[config.mk]
export PLATFORM = sky130hd
export DESIGN_NAME = sram_bank_masked
export DESIGN_NICKNAME = d
export VERILOG_FILES = /design/src/rtl/sram_bank_masked_pkg.sv /design/src/rtl/sram_bank_masked_way.sv /design/src/rtl/sram_bank_masked.sv
export SDC_FILE = /design/constraint.sdc
export NUM_CORES = 2
export LEC_CHECK = 0
export BUFFER_PORTS_ARGS = -buffer_cell sky130_fd_sc_hd__buf_2
export CAP_MARGIN = 20
export CORE_ASPECT_RATIO = 0.5
export CORE_MARGIN = 1
export CORE_UTILIZATION = 35
export CTS_BUF_LIST = sky130_fd_sc_hd__clkbuf_8
export CTS_CLUSTER_SIZE = 40
export DETAILED_ROUTE_END_ITERATION = 10
export GPL_ROUTABILITY_DRIVEN = 0
export SYNTH_ARGS = -nofsm -noshare
export SYNTH_HDL_FRONTEND = slang
export SYNTH_HIERARCHICAL = 1
export SYNTH_SLANG_ARGS = --single-unit
[constraint.sdc]
create_clock -name clk -period 5.6 [get_ports clk]
set_input_delay 0.28 -clock clk [delete_from_list [all_inputs] [get_ports clk]]
set_output_delay 0.28 -clock clk [all_outputs]
set_load 0.02 [all_outputs]
[src/rtl/sram_bank_masked_pkg.sv]
// Shared types and helpers for the masked SRAM bank and its ways.
package sram_bank_masked_pkg;

    typedef enum logic {
        SRAM_IDLE = 1'b0,
        SRAM_INIT = 1'b1
    } sram_state_e;

    function automatic int unsigned byte_count(input int unsigned width);
        return width / 8;
    endfunction

endpackage

[src/rtl/sram_bank_masked_way.sv]
// One SRAM way: byte-masked write port, one-cycle read with write-first bypass.
module sram_bank_masked_way
    import sram_bank_masked_pkg::*;
#(
    parameter int unsigned DATA_WIDTH = 32,
    parameter int unsigned ADDR_LEN   = 6,
    localparam int unsigned MASK_W    = byte_count(DATA_WIDTH)
) (
    input  logic                  clk,
    input  logic                  reset,
    input  logic                  we,
    input  logic [ADDR_LEN-1:0]   waddr,
    input  logic [DATA_WIDTH-1:0] wdata,
    input  logic [MASK_W-1:0]     wmask,
    input  logic                  ren,
    input  logic [ADDR_LEN-1:0]   raddr,
    output logic [DATA_WIDTH-1:0] rdata
);

    localparam int unsigned DEPTH = 1 << ADDR_LEN;

    logic [DATA_WIDTH-1:0] mem [DEPTH];
    logic [DATA_WIDTH-1:0] merged_c;

    // Write-first: bytes being written this cycle to the read index override the stored ones.
    always_comb begin
        merged_c = mem[raddr];
        for (int b = 0; b < int'(MASK_W); b++) begin
            if (we && wmask[b] && (waddr == raddr)) begin
                merged_c[8*b +: 8] = wdata[8*b +: 8];
            end
        end
    end

    always_ff @(posedge clk) begin
        if (we) begin
            for (int b = 0; b < int'(MASK_W); b++) begin
                if (wmask[b]) begin
                    mem[waddr][8*b +: 8] <= wdata[8*b +: 8];
                end
            end
        end
    end

    always_ff @(posedge clk) begin
        if (reset) begin
            rdata <= '0;
        end else if (ren) begin
            rdata <= merged_c;
        end
    end

endmodule

[src/rtl/sram_bank_masked.sv]
// Multi-way byte-masked SRAM bank with a clear sequencer for reset and flush.
module sram_bank_masked
    import sram_bank_masked_pkg::*;
#(
    parameter int unsigned DATA_WIDTH    = 32,
    parameter int unsigned ADDR_LEN      = 6,
    parameter int unsigned NUM_WAYS      = 2,
    parameter bit          INIT_ON_RESET = 1'b1,
    localparam int unsigned MASK_W       = byte_count(DATA_WIDTH)
) (
    input  logic                           clk,
    input  logic                           reset,
    input  logic                           flush_req,
    output logic                           ready,
    output logic                           init_busy,
    input  logic                           ren,
    input  logic [ADDR_LEN-1:0]            raddr,
    input  logic [NUM_WAYS-1:0]            we,
    input  logic [ADDR_LEN-1:0]            waddr,
    input  logic [DATA_WIDTH-1:0]          wdata,
    input  logic [MASK_W-1:0]              wmask,
    output logic [NUM_WAYS*DATA_WIDTH-1:0] rdata,
    output logic                           rvalid
);

    sram_state_e         state_q, state_d;
    logic [ADDR_LEN-1:0] init_cnt_q, init_cnt_d;

    logic [NUM_WAYS-1:0]   we_m;
    logic [ADDR_LEN-1:0]   waddr_m;
    logic [DATA_WIDTH-1:0] wdata_m;
    logic [MASK_W-1:0]     wmask_m;
    logic                  ren_m;

    always_ff @(posedge clk) begin
        if (reset) begin
            state_q    <= INIT_ON_RESET ? SRAM_INIT : SRAM_IDLE;
            init_cnt_q <= '0;
        end else begin
            state_q    <= state_d;
            init_cnt_q <= init_cnt_d;
        end
    end

    // The counter wraps to zero in the same cycle the sweep hands back to IDLE.
    always_comb begin
        state_d    = state_q;
        init_cnt_d = init_cnt_q;
        we_m       = we;
        waddr_m    = waddr;
        wdata_m    = wdata;
        wmask_m    = wmask;
        ren_m      = 1'b0;
        case (state_q)
            SRAM_IDLE: begin
                ren_m = ren;
                if (flush_req) begin
                    state_d    = SRAM_INIT;
                    init_cnt_d = '0;
                end
            end
            SRAM_INIT: begin
                we_m       = '1;
                waddr_m    = init_cnt_q;
                wdata_m    = '0;
                wmask_m    = '1;
                init_cnt_d = init_cnt_q + ADDR_LEN'(1);
                if (init_cnt_q == {ADDR_LEN{1'b1}}) begin
                    state_d = SRAM_IDLE;
                end
            end
            default: state_d = SRAM_IDLE;
        endcase
    end

    assign ready     = (state_q == SRAM_IDLE);
    assign init_busy = (state_q == SRAM_INIT);

    always_ff @(posedge clk) begin
        if (reset) begin
            rvalid <= 1'b0;
        end else begin
            rvalid <= ren_m;
        end
    end

    for (genvar w = 0; w < int'(NUM_WAYS); w++) begin : g_way
        sram_bank_masked_way #(
            .DATA_WIDTH (DATA_WIDTH),
            .ADDR_LEN   (ADDR_LEN)
        ) u_way (
            .clk   (clk),
            .reset (reset),
            .we    (we_m[w]),
            .waddr (waddr_m),
            .wdata (wdata_m),
            .wmask (wmask_m),
            .ren   (ren_m),
            .raddr (raddr),
            .rdata (rdata[w*DATA_WIDTH +: DATA_WIDTH])
        );
    end

endmodule

==> run metrics <==
area delta synth->final=12.2%; Syn Nets=7880; setup violators final=0; Reg2Reg Setup Slack=1.30 ns; starting density of the core=0.353; number of H-tree levels=6; Die ar.=469000 um2; worst min-delay path startpoint=wdata[31]; Syn Inst Count=between 7000 and 8000; # Post-CTS Setup Buffers=0; top_reg_cell synth=edfxtp_1; worst-margin pin slew=1.13 ns; Comb pwr share=0.046; Layout Cells excl Fill=15021; Fin. Hold Viols=0; post-synthesis sequential area ratio=0.763; Ports=121; Max stage delay on crit path=0.86 ns; mean number of vias per cell=5.58; CP top delay family=simple AND/OR/NAND/NOR gates; pwr dens=326 nW/um2; R2R depth=5; worst path cell trace=mux2_2 > nand2_1 > nor2_1 > nand2_1 > nor2_1; Worst path depth=5; status=complete, no violations; Post-synth EDFFs=~4100; gr usage total=0.193; CTS tree=done; commonest non-fill, non-tap cell in the layout=edfxtp_1; Final ANT Viol Nets=0; FFs w/ async S/R, synth=0; Worst Hold End=g_way[1].u_way/mem[37][31]$_DFFE_PP_; Sink Count=between 4000 and 5000; Yosys warning total=6; Core Footprint=462000 um2; final wirelength=468 mm; TritonRoute pass-1 iters=6; hold crit path type=in2reg; Worst setup startpoint=init_busy$_SDFF_PP1_; unrepaired setup endpoints after global routing=false; Final min period=approximately 4.3 ns; Num CTS Buffers=623; Slew Viols, Final=0; overflow left after global routing=0; syn_area_per_cell=20.8 um2; CP max stage cell=nor2_1; most frequent cells in the layout=4096 x edfxtp_1, 970 x mux4_2, 644 x clkbuf_8; final worst path period share=0.768; Slew headroom=0.250; clock group share of total power=0.385; vias in the first global route=83391; IO Port Bufs=120; Inst Count DP=13864; detailed placement HPWL=roughly 300 mm; Crit Path Category=reg2reg; Internal=46200 uW; Remaining DRCs=0; Wirelength per Cell=about 31 um; Root Buffer=clkbuf_8; CTS Hold Bufs=32; Design Power=~60000 uW; Worst EP required=6.31 ns; Max VDD drop=roughly 0.19 mV; setup TNS=0 ns; Die W=967 um; chip height=485 um; CP Max Fanout=36; Synth Cell Area=163000 um2; clock slew at reported path FFs=approximately 0.060 ns; Fmax=233 MHz; Synth Register Bits=4168; first-pass GRT wire length=roughly 650 mm; Sw Share=0.225; Rows=~180; Nets=~8400; Core Util, Final=0.396; via count=83823; clock buffer depth=4; sequential share of power=0.569; leakage power=0.0604 uW; largest net degree at the start of global routing=131; crit path buf inv count=0; clk_skew=0.0567 ns; Max-cap violations=0; Crit path arrival time=5.01 ns; Psw=13400 uW; FF-to-FF End=g_way[1].u_way/mem[27][10]$_DFFE_PP_; nature of the critical path endpoint=flop; Worst R2R Start=init_busy$_SDFF_PP1_; initial antenna violation count=38; Worst-Skew Late Latency=1.09 ns; share of layout cells above drive strength 1=0.253; synth unique cells=61; DR iter-0 viols=11476; worst hold path stage count=3; post-CTS sizing=0; CP Launch Type=flop
cell type report:
| cell class | instances | area [um2] |
|---|---|---|
| clock buffers | 644 | 8860 |
| fillers | 40753 | 279000 |
| flip-flops and latches | 4168 | 124000 |
| multi-input cells | 3179 | 36100 |
| repair buffers | 405 | 3510 |
| diodes | 24 | 60.1 |
| well taps | 6141 | 7680 |
| inverters | 6 | 22.5 |
| clock inverters | 454 | 2260 |
flip-flops by register name, summed over array words and instances (netlist names):
signal / cells
g_way.u_way/mem: 4096
g_way.u_way/rdata: 64
init_cnt_q: 6
rvalid: 1
init_busy: 1
worst max-delay path by stage:
stage                                       endpoint  slack, ns
2_1_floorplan    g_way[0].u_way/mem[0][13]$_DFFE_PP_       0.79
3_3_place_gp   g_way[1].u_way/rdata[22]$_SDFFE_PP0P_       0.78
3_5_place_dp    g_way[1].u_way/mem[19][12]$_DFFE_PP_       1.53
4_1_cts         g_way[1].u_way/mem[19][12]$_DFFE_PP_       1.51
5_1_grt         g_way[1].u_way/mem[27][23]$_DFFE_PP_       1.34
6_report        g_way[1].u_way/mem[27][10]$_DFFE_PP_       1.30
worst register-to-register path, cell delays in order, from the launching register on:
cell and delay (ns):
dfxtp_4 0.78, mux2_2 0.63, nand2_1 0.15, nor2_1 0.71, nand2_1 0.79, nor2_1 0.87
power groups by stage:
stage | Sequential, uW | Clock [uW] | Combinational, uW
2_1_floorplan | 34600 | 0 | 1750
3_3_place_gp | 34600 | 0 | 2680
3_5_place_dp | 34600 | 0 | 2680
4_1_cts | 33900 | 23400 | 2710
5_1_grt | 33900 | 24700 | 2800
6_report | 33900 | 23000 | 2720
synthesized netlist by cell type, types with 72 or more instances:
master	number	area share
dfxtp_1	72	0.0088
edfxtp_1	4096	0.75
nor3_1	91	0.0028
buf_2	111	0.0034
o21ai_0	82	0.0025
nand2_1	217	0.0050
mux2i_1	469	0.029
nor2_1	620	0.014
clkbuf_1	166	0.0038
o22ai_1	216	0.0083
mux4_2	970	0.13
mux2_2	72	0.0050
cells by family (layout without fill, tap and decap cells):
| group | count (synthesis) | in the layout | share of synthesized area |
|---|---|---|---|
| flip-flops | 4168 | 4168 | 0.763 |
| multiplexers | 1511 | 1511 | 0.168 |
| AND/OR/NAND/NOR | 1195 | 1195 | 0.0327 |
| buffers and inverters | 478 | 1509 | 0.0173 |
| AO/OA/AOI/OAI | 460 | 460 | 0.0182 |
| XOR/XNOR | 12 | 12 | 0.000645 |
| adder cells (fa/ha/maj) | 1 | 1 | 0.0000767 |
| other | 0 | 24 | 0 |
metal layers:
layer,track usage,share of wire
met4,0.0746,0.040
met1,0.260,0.39
met2,0.309,0.47
met5,0,0.00061
met3,0.0423,0.092
per-stage QoR:
stage,cell area [um2],hold WS [ns],setup slack (ns)
final,183000,0.0692,1.30
after global routing,183000,0.0562,1.34
after CTS,183000,0.0143,1.51
after detailed placement,171000,0.479,1.53
after global placement,171000,0.477,0.782
after floorplan,163000,0.349,0.786
(Power assumes the default switching activity.)
